$ cat src/rtl/sy_ppl_fetch_ctrl.sv
// sy_ppl_fetch_ctrl: instruction fetch sequencer between I-cache and instruction buffer
//   clk_i/rst_i                   clock, async active-high reset
//   redirect_i/redirect_pc_i      pipeline redirect and new fetch PC
//   ibuf_ready_i                  buffer has room
//   ibuf_flush_o/push_o/ex_o      buffer flush, push of current response, page-fault flag
//   icache_req_valid_o/addr_o     aligned fetch request, icache_req_ready_i accepts it
//   icache_rsp_valid_i/ex_i       in-order response, always consumed
//   outstanding_o                 in-flight request count
module sy_ppl_fetch_ctrl #(
    parameter int AWTH = 64,
    parameter int FETCH_BYTES = 8,
    parameter int MAX_OUTSTANDING = 2,
    parameter logic [AWTH-1:0] BOOT_ADDR = 'h80000000
) (
    input  logic                                   clk_i,
    input  logic                                   rst_i,
    input  logic                                   redirect_i,
    input  logic [AWTH-1:0]                        redirect_pc_i,
    input  logic                                   ibuf_ready_i,
    output logic                                   ibuf_flush_o,
    output logic                                   ibuf_push_o,
    output logic                                   ibuf_ex_o,
    output logic                                   icache_req_valid_o,
    output logic [AWTH-1:0]                        icache_req_addr_o,
    input  logic                                   icache_req_ready_i,
    input  logic                                   icache_rsp_valid_i,
    input  logic                                   icache_rsp_ex_i,
    output logic [$clog2(MAX_OUTSTANDING+1)-1:0]   outstanding_o
);
    localparam int CW = $clog2(MAX_OUTSTANDING + 1);
    typedef enum logic [1:0] {BOOT, RUN, HALT} state_t;
    state_t state, state_nxt;
    logic [AWTH-1:0] pc, pc_nxt;
    logic [CW-1:0] drop_cnt, drop_nxt, out_nxt;
    logic rsp, stale, hs;
    assign icache_req_addr_o = pc & ~AWTH'(FETCH_BYTES - 1);
    always_ff @(posedge clk_i or posedge rst_i) begin
        if (rst_i) begin
            state <= BOOT;
            pc <= BOOT_ADDR;
            outstanding_o <= '0;
            drop_cnt <= '0;
        end else begin
            state <= state_nxt;
            pc <= pc_nxt;
            outstanding_o <= out_nxt;
            drop_cnt <= drop_nxt;
        end
    end
    // Stale responses belong to a path abandoned by a redirect; in-order return means
    // the first drop_cnt responses after a redirect are exactly those.
    always_comb begin
        rsp = icache_rsp_valid_i & (outstanding_o != '0);
        stale = (drop_cnt != '0) | redirect_i | (state == HALT);
        ibuf_push_o = rsp & !stale;
        ibuf_ex_o = ibuf_push_o & icache_rsp_ex_i;
        ibuf_flush_o = !rst_i & ((state == BOOT) | redirect_i);
        icache_req_valid_o = (state == RUN) & ibuf_ready_i & !redirect_i
                             & (outstanding_o < CW'(MAX_OUTSTANDING));
        hs = icache_req_valid_o & icache_req_ready_i;
        out_nxt = outstanding_o + CW'(hs) - CW'(rsp);
        drop_nxt = redirect_i ? outstanding_o - CW'(rsp)
                 : (rsp && drop_cnt != '0) ? drop_cnt - CW'(1) : drop_cnt;
        pc_nxt = redirect_i ? redirect_pc_i
               : hs ? icache_req_addr_o + AWTH'(FETCH_BYTES) : pc;
        state_nxt = (redirect_i || state == BOOT) ? RUN
                  : ibuf_ex_o ? HALT : state;
    end
    a_rsp_with_outstanding: assert property (@(posedge clk_i) disable iff (rst_i)
        icache_rsp_valid_i |-> outstanding_o != '0);
endmodule

$ cat config.mk
export PLATFORM = sky130hd
export DESIGN_NAME = sy_ppl_fetch_ctrl
export DESIGN_NICKNAME = d
export VERILOG_FILES = /design/src/rtl/sy_ppl_fetch_ctrl.sv
export SDC_FILE = /design/constraint.sdc
export NUM_CORES = 1
export LEC_CHECK = 0
export CAP_MARGIN = 15
export CELL_PAD_IN_SITES_DETAIL_PLACEMENT = 1
export CELL_PAD_IN_SITES_GLOBAL_PLACEMENT = 1
export CORE_MARGIN = 4
export CORE_UTILIZATION = 35
export CTS_CLUSTER_SIZE = 28
export DETAILED_ROUTE_END_ITERATION = 8
export PLACE_DENSITY_LB_ADDON = 0.1
export SETUP_SLACK_MARGIN = 0.02
export SLEW_MARGIN = 0
export SYNTH_ARGS = -nofsm -noshare
export SYNTH_HDL_FRONTEND = slang
export SYNTH_SLANG_ARGS = --single-unit
$ cat constraint.sdc
create_clock -name clk_i -period 6.1 [get_ports clk_i]
set_input_delay 0.915 -clock clk_i [delete_from_list [all_inputs] [get_ports clk_i]]
set_output_delay 0.915 -clock clk_i [all_outputs]
set_load 0.01 [all_outputs]
**Yosys cells after proc, flatten, opt, wreduce, memory -nomap -nowiden**

Index checks and enable logic that the tools add are counted.

- Register bits after elaboration: 70
- Bits of input ports: 71
- Output and inout bits: 70
- Logic and storage cells: 40

- $add $sub $neg: 5
- Magnitude comparators: 1
- Equal/unequal tests: 2
- Mux-type cells: 6
- Bitwise gates (word level): 11
- Reduce and logical (&&, ||, !) cells: 11

Operators with widths:

| cell | count |
|---|---|
| $mux W64 | 2 |
| $add A64 B4 Y64 const B | 1 |
| $reduce_bool A2 Y1 | 5 |
| $and A1 B1 Y1 | 8 |
| $mux W2 | 4 |
| $sub A2 B1 Y2 | 2 |
| $logic_not A1 Y1 | 3 |
| $or A1 B1 Y1 | 3 |
| $add A2 B1 Y2 | 1 |
| $eq A2 B1 Y1 const B | 1 |
| $eq A2 B2 Y1 const B | 1 |
| $logic_not A2 Y1 | 1 |
| $lt A2 B2 Y1 const B | 1 |
| $sub A2 B1 Y2 const B | 1 |
| $logic_and A1 B1 Y1 | 1 |
| $logic_or A1 B1 Y1 | 1 |

**Longest topological paths before layout**

- Word-level depth: 8
- Gate-level depth with buffers: 10
- Gate-level depth less buffers: 7

**Worst setup path after synthesis**

Ideal clock, no wire load.

- Path type: input port to flip-flop
- Start point: input port ibuf_ready_i
- End point: register pc[52]
- Setup time: 0.082 ns
- Arrival: 2.836 ns
- Data required time: 6.018 ns
- Slack: 3.182 ns
- Cell stages on the path: 6
- Buffers on the path: 1
- Cell sequence: nand4bb_4 > or4_4 > buf_6 > or4_4 > or4_1 > a31oi_1

- Cells in the longest elaborated chain, start to end: 5

RTL lines:

| element | line | source |
|---|---|---|
| from (decl) | 19 | `input logic ibuf_ready_i,` |
| $and A1 B1 Y1 (2 in series) | 58 | `icache_req_valid_o = (state == RUN) & ibuf_ready_i & !redirect_i` |
| $and A1 B1 Y1 | 59 | `& (outstanding_o < CW'(MAX_OUTSTANDING));` |
| $and A1 B1 Y1 | 60 | `hs = icache_req_valid_o & icache_req_ready_i;` |
| $reduce_bool A2 Y1 (no line) | -- |  |
| to (signal assigned) | 45 | `pc <= pc_nxt;` |
| to (decl) | 33 | `logic [AWTH-1:0] pc, pc_nxt;` |

Every way passes these cells.
A chain may end at the register's enable or synchronous reset.

**Worst setup path after layout**

- Start point: input port icache_rsp_valid_i
- End point: output port ibuf_ex_o

- Cells in the longest elaborated chain, start to end: 3

RTL lines:

| element | line | source |
|---|---|---|
| from (decl) | 26 | `input logic icache_rsp_valid_i,` |
| $and A1 B1 Y1 | 53 | `rsp = icache_rsp_valid_i & (outstanding_o != '0);` |
| $and A1 B1 Y1 | 55 | `ibuf_push_o = rsp & !stale;` |
| $and A1 B1 Y1 | 56 | `ibuf_ex_o = ibuf_push_o & icache_rsp_ex_i;` |
| to (decl) | 22 | `output logic ibuf_ex_o,` |

Every way passes these cells.

==> impl_metrics.tcl <==
set metrics [dict create \
    core.rowCount 39 \
    leakage_nw 2.12 \
    gpl.final_weighted_congestion 0.826 \
    timing.hold.worst.class "reg2reg" \
    clock_tree.buffer_depth 2 \
    final-seq-area_um2 1680 \
    detailedPlacementHpwl_um 10700 \
    layout-area-overhead-vs-synth_pct 38.9 \
    yosys_most_used_dff "sky130_fd_sc_hd__dfrtp_1" \
    report.final.slew_viol_count 0 \
    cts.repair_timing.setup_buffer_count 0 \
    crit_type "in2out" \
    mostFrequentLayoutCell "sky130_fd_sc_hd__clkdlybuf4s50_1" \
    clkSlewWorstSetupHoldPaths_ns 0.05 \
    gr-usage-all-layers_pct 20.7 \
    layout_min_cycle_time_ns 3.59 \
    grt_setup_unrepaired "false" \
    drtPass1Iterations 4 \
    post-route-cell-area_um2 5840 \
    maxCapViolCount 0 \
    cts_buffers 9 \
    finalWirelength_um 14400 \
    post-place-cells 743 \
    grt_antenna_before_repair 0 \
    grt_max_degree 71 \
    synth_enable_flop_cells 0 \
    first_global_vias 4541 \
    ys_seq_area_share_pct 39.9 \
    count_of_routing_violations_after_the_opening_detailed_route_iteration 217 \
    outcome "finished clean" \
    power.ir.vdd_worst_mv 0.151 \
    fillers 1384 \
    p_per_area_nw_per_um2 241 \
    crit_path_top_delay_cell "sky130_fd_sc_hd__clkdlybuf4s50_1" \
    final_antenna_net_count 0 \
    n_antenna_cell 0 \
    timing_hold_violations_final 0 \
    synthesis.yosys.warnings 0 \
    netlist_area_before_placement_um2 4210 \
    floorplan.initialDensity_pct 36.4 \
    share_of_layout_cells_above_drive_strength_1_pct 5.04 \
    totalNegativeSetupSlack_ns 0 \
    boundaryPins 141 \
    fmax_ghz 0.279 \
    synth_cell_types 54 \
    drcViolationCount 0 \
    mostFrequentLayoutCells "133 x sky130_fd_sc_hd__clkdlybuf4s50_1, 66 x sky130_fd_sc_hd__nand2_1, 66 x sky130_fd_sc_hd__dfrtp_1, 47 x sky130_fd_sc_hd__o21ai_0, 32 x sky130_fd_sc_hd__nor2_1" \
    yosys_register_bits 67 \
    port_buffers 134 \
    htreeDepth 3 \
    crit_path_start_kind "input port" \
    timing_worst_slew_pin_value_ns 1.11 \
    instances_no_fill 758 \
    critical_path_arrival_ns 2.67 \
    postSynth.asyncResetShare_pct 100 \
    die_height_um 118 \
    clock_latency_ns 0.33 \
    via_count 4256 \
    finalClockSkew_ns 0.00516 \
    cts_tree "done" \
    path_common_cell "sky130_fd_sc_hd__clkdlybuf4s50_1" \
    synthesis.area_per_instance_um2 8.60 \
    post_synth_inst_count 489 \
    critical_path.cell_chain "clkdlybuf4s50_1, o21ai_0, nor4b_1, and2_1, clkdlybuf4s50_1" \
    critical_path.endpoint_type "output pin" \
    routed_wire_length_per_instance_um 19.0 \
    fp.dieW_um 118 \
    placedInstanceArea_um2 5580 \
    setup_violations 0 \
    grt-ovfl-total 0 \
    crit_path_max_incr_delay_ns 0.54 \
    viasPerCell 5.61 \
    ctsRootBufferMaster "sky130_fd_sc_hd__clkbuf_16" \
    crit_path_max_fanout 5 \
    met2_wirelength_um 7090 \
    multi_input_area_um2 2320 \
    period_share_pct 58.8 \
    cp_data_required_time_ns 5.18 \
    net_total_in_the_final_layout 687 \
    clock-sinks 67 \
    route.met3.wl_um 780 \
    slew_headroom_pct 25.4 \
    top_layer "met4" \
    first_pass_grt_wire_length_um 23600 \
    die_area_um2 13800 \
    core_region_area_um2 11600 \
    cts_hold_repair.buffers 0 \
    ctsResizeCount 0 \
    route.layer.met1.wl_um 6380 \
]
## cells in the mapped netlist (all sizes together) (3+ instances only)
cell type / number / area [um^2]
nand2b: 4 / 25.0
buf: 8 / 60.1
nand2: 66 / 248
nor4: 16 / 106
xor2: 12 / 105
dfrtp: 66 / 1650
and4: 6 / 55.1
and3: 9 / 56.3
ha: 5 / 62.6
o31ai: 8 / 60.1
or4: 18 / 146
nand3: 28 / 140
o21ai: 48 / 240
or3: 10 / 62.6
inv: 13 / 48.8
a21oi: 3 / 15.0
xnor2: 29 / 254
a31oi: 18 / 113
and2: 5 / 32.5
nor3: 11 / 55.1
nor2: 32 / 120
clkbuf: 20 / 109
nand4: 29 / 194
## final timing paths
kind / startpoint / slack (ns) / end / cells past startpoint
min in group asynchronous: rst_i / 1.22 / outstanding_o[1] / 3
min reg2reg: outstanding_o[0] / 0.58 / outstanding_o[0] / 1
max: icache_rsp_valid_i / 2.51 / ibuf_ex_o / 5
max reg2reg: outstanding_o[1] / 3.30 / pc[59] / 5
max in group asynchronous: rst_i / 4.30 / pc[26] / 3
min: outstanding_o[0] / 0.58 / outstanding_o[0] / 1
## cell families after synthesis
kind of cell	share of synthesized area, %
xor+xnor	8.54
mux	0.238
simple gates	32.0
buf+inv	5.18
fa+ha+maj	1.49
flops	39.9
other cells	0.0892
compound gates	12.5
## state kept, by name, indices dropped and copies added (netlist names)
signal	count
drop_cnt	2
state	2
pc	61
outstanding_o	2
## per-stage QoR
step                setup slack [ns]  total power, mW  utilization (%)  hold slack, ns
floorplan                       3.18            0.751                -           0.538
global placement                2.36            0.934             48.3           0.560
detailed placement              2.34            0.947             48.3           0.571
CTS                             2.49             1.42             50.5           0.584
global route                    2.36             1.49             50.5           0.603
finish                          2.51             1.41             50.5           0.575
## routing by layer
layer  GRT usage, %  up-vias
li1               -     2032
met1           26.2     2089
met2           35.7      122
met3           5.09       13
met4           4.98        0
met5              0        -
## critical path, delay by kind of cell
kind                   cells  cell delay [ns]
buffers and inverters      2             0.99
and+or+nand+nor            2             0.59
AOI/OAI and AO/OA          1             0.18
## final cells by class
type	count	share of cell area, %
sequential	67	28.7
clock buffer	12	4.22
multi-input combinational	383	39.7
inverter	13	0.835
clock inverter	3	0.257
timing repair buffer	137	23.3
tap	143	3.06
## where the power goes
| part | internal (mW) | switching (mW) |
|---|---|---|
| combinational | 0.201 | 0.159 |
| sequential | 0.498 | 0.0802 |
| clock | 0.282 | 0.188 |
| total | 0.981 | 0.427 |
(Power assumes the default switching activity.)
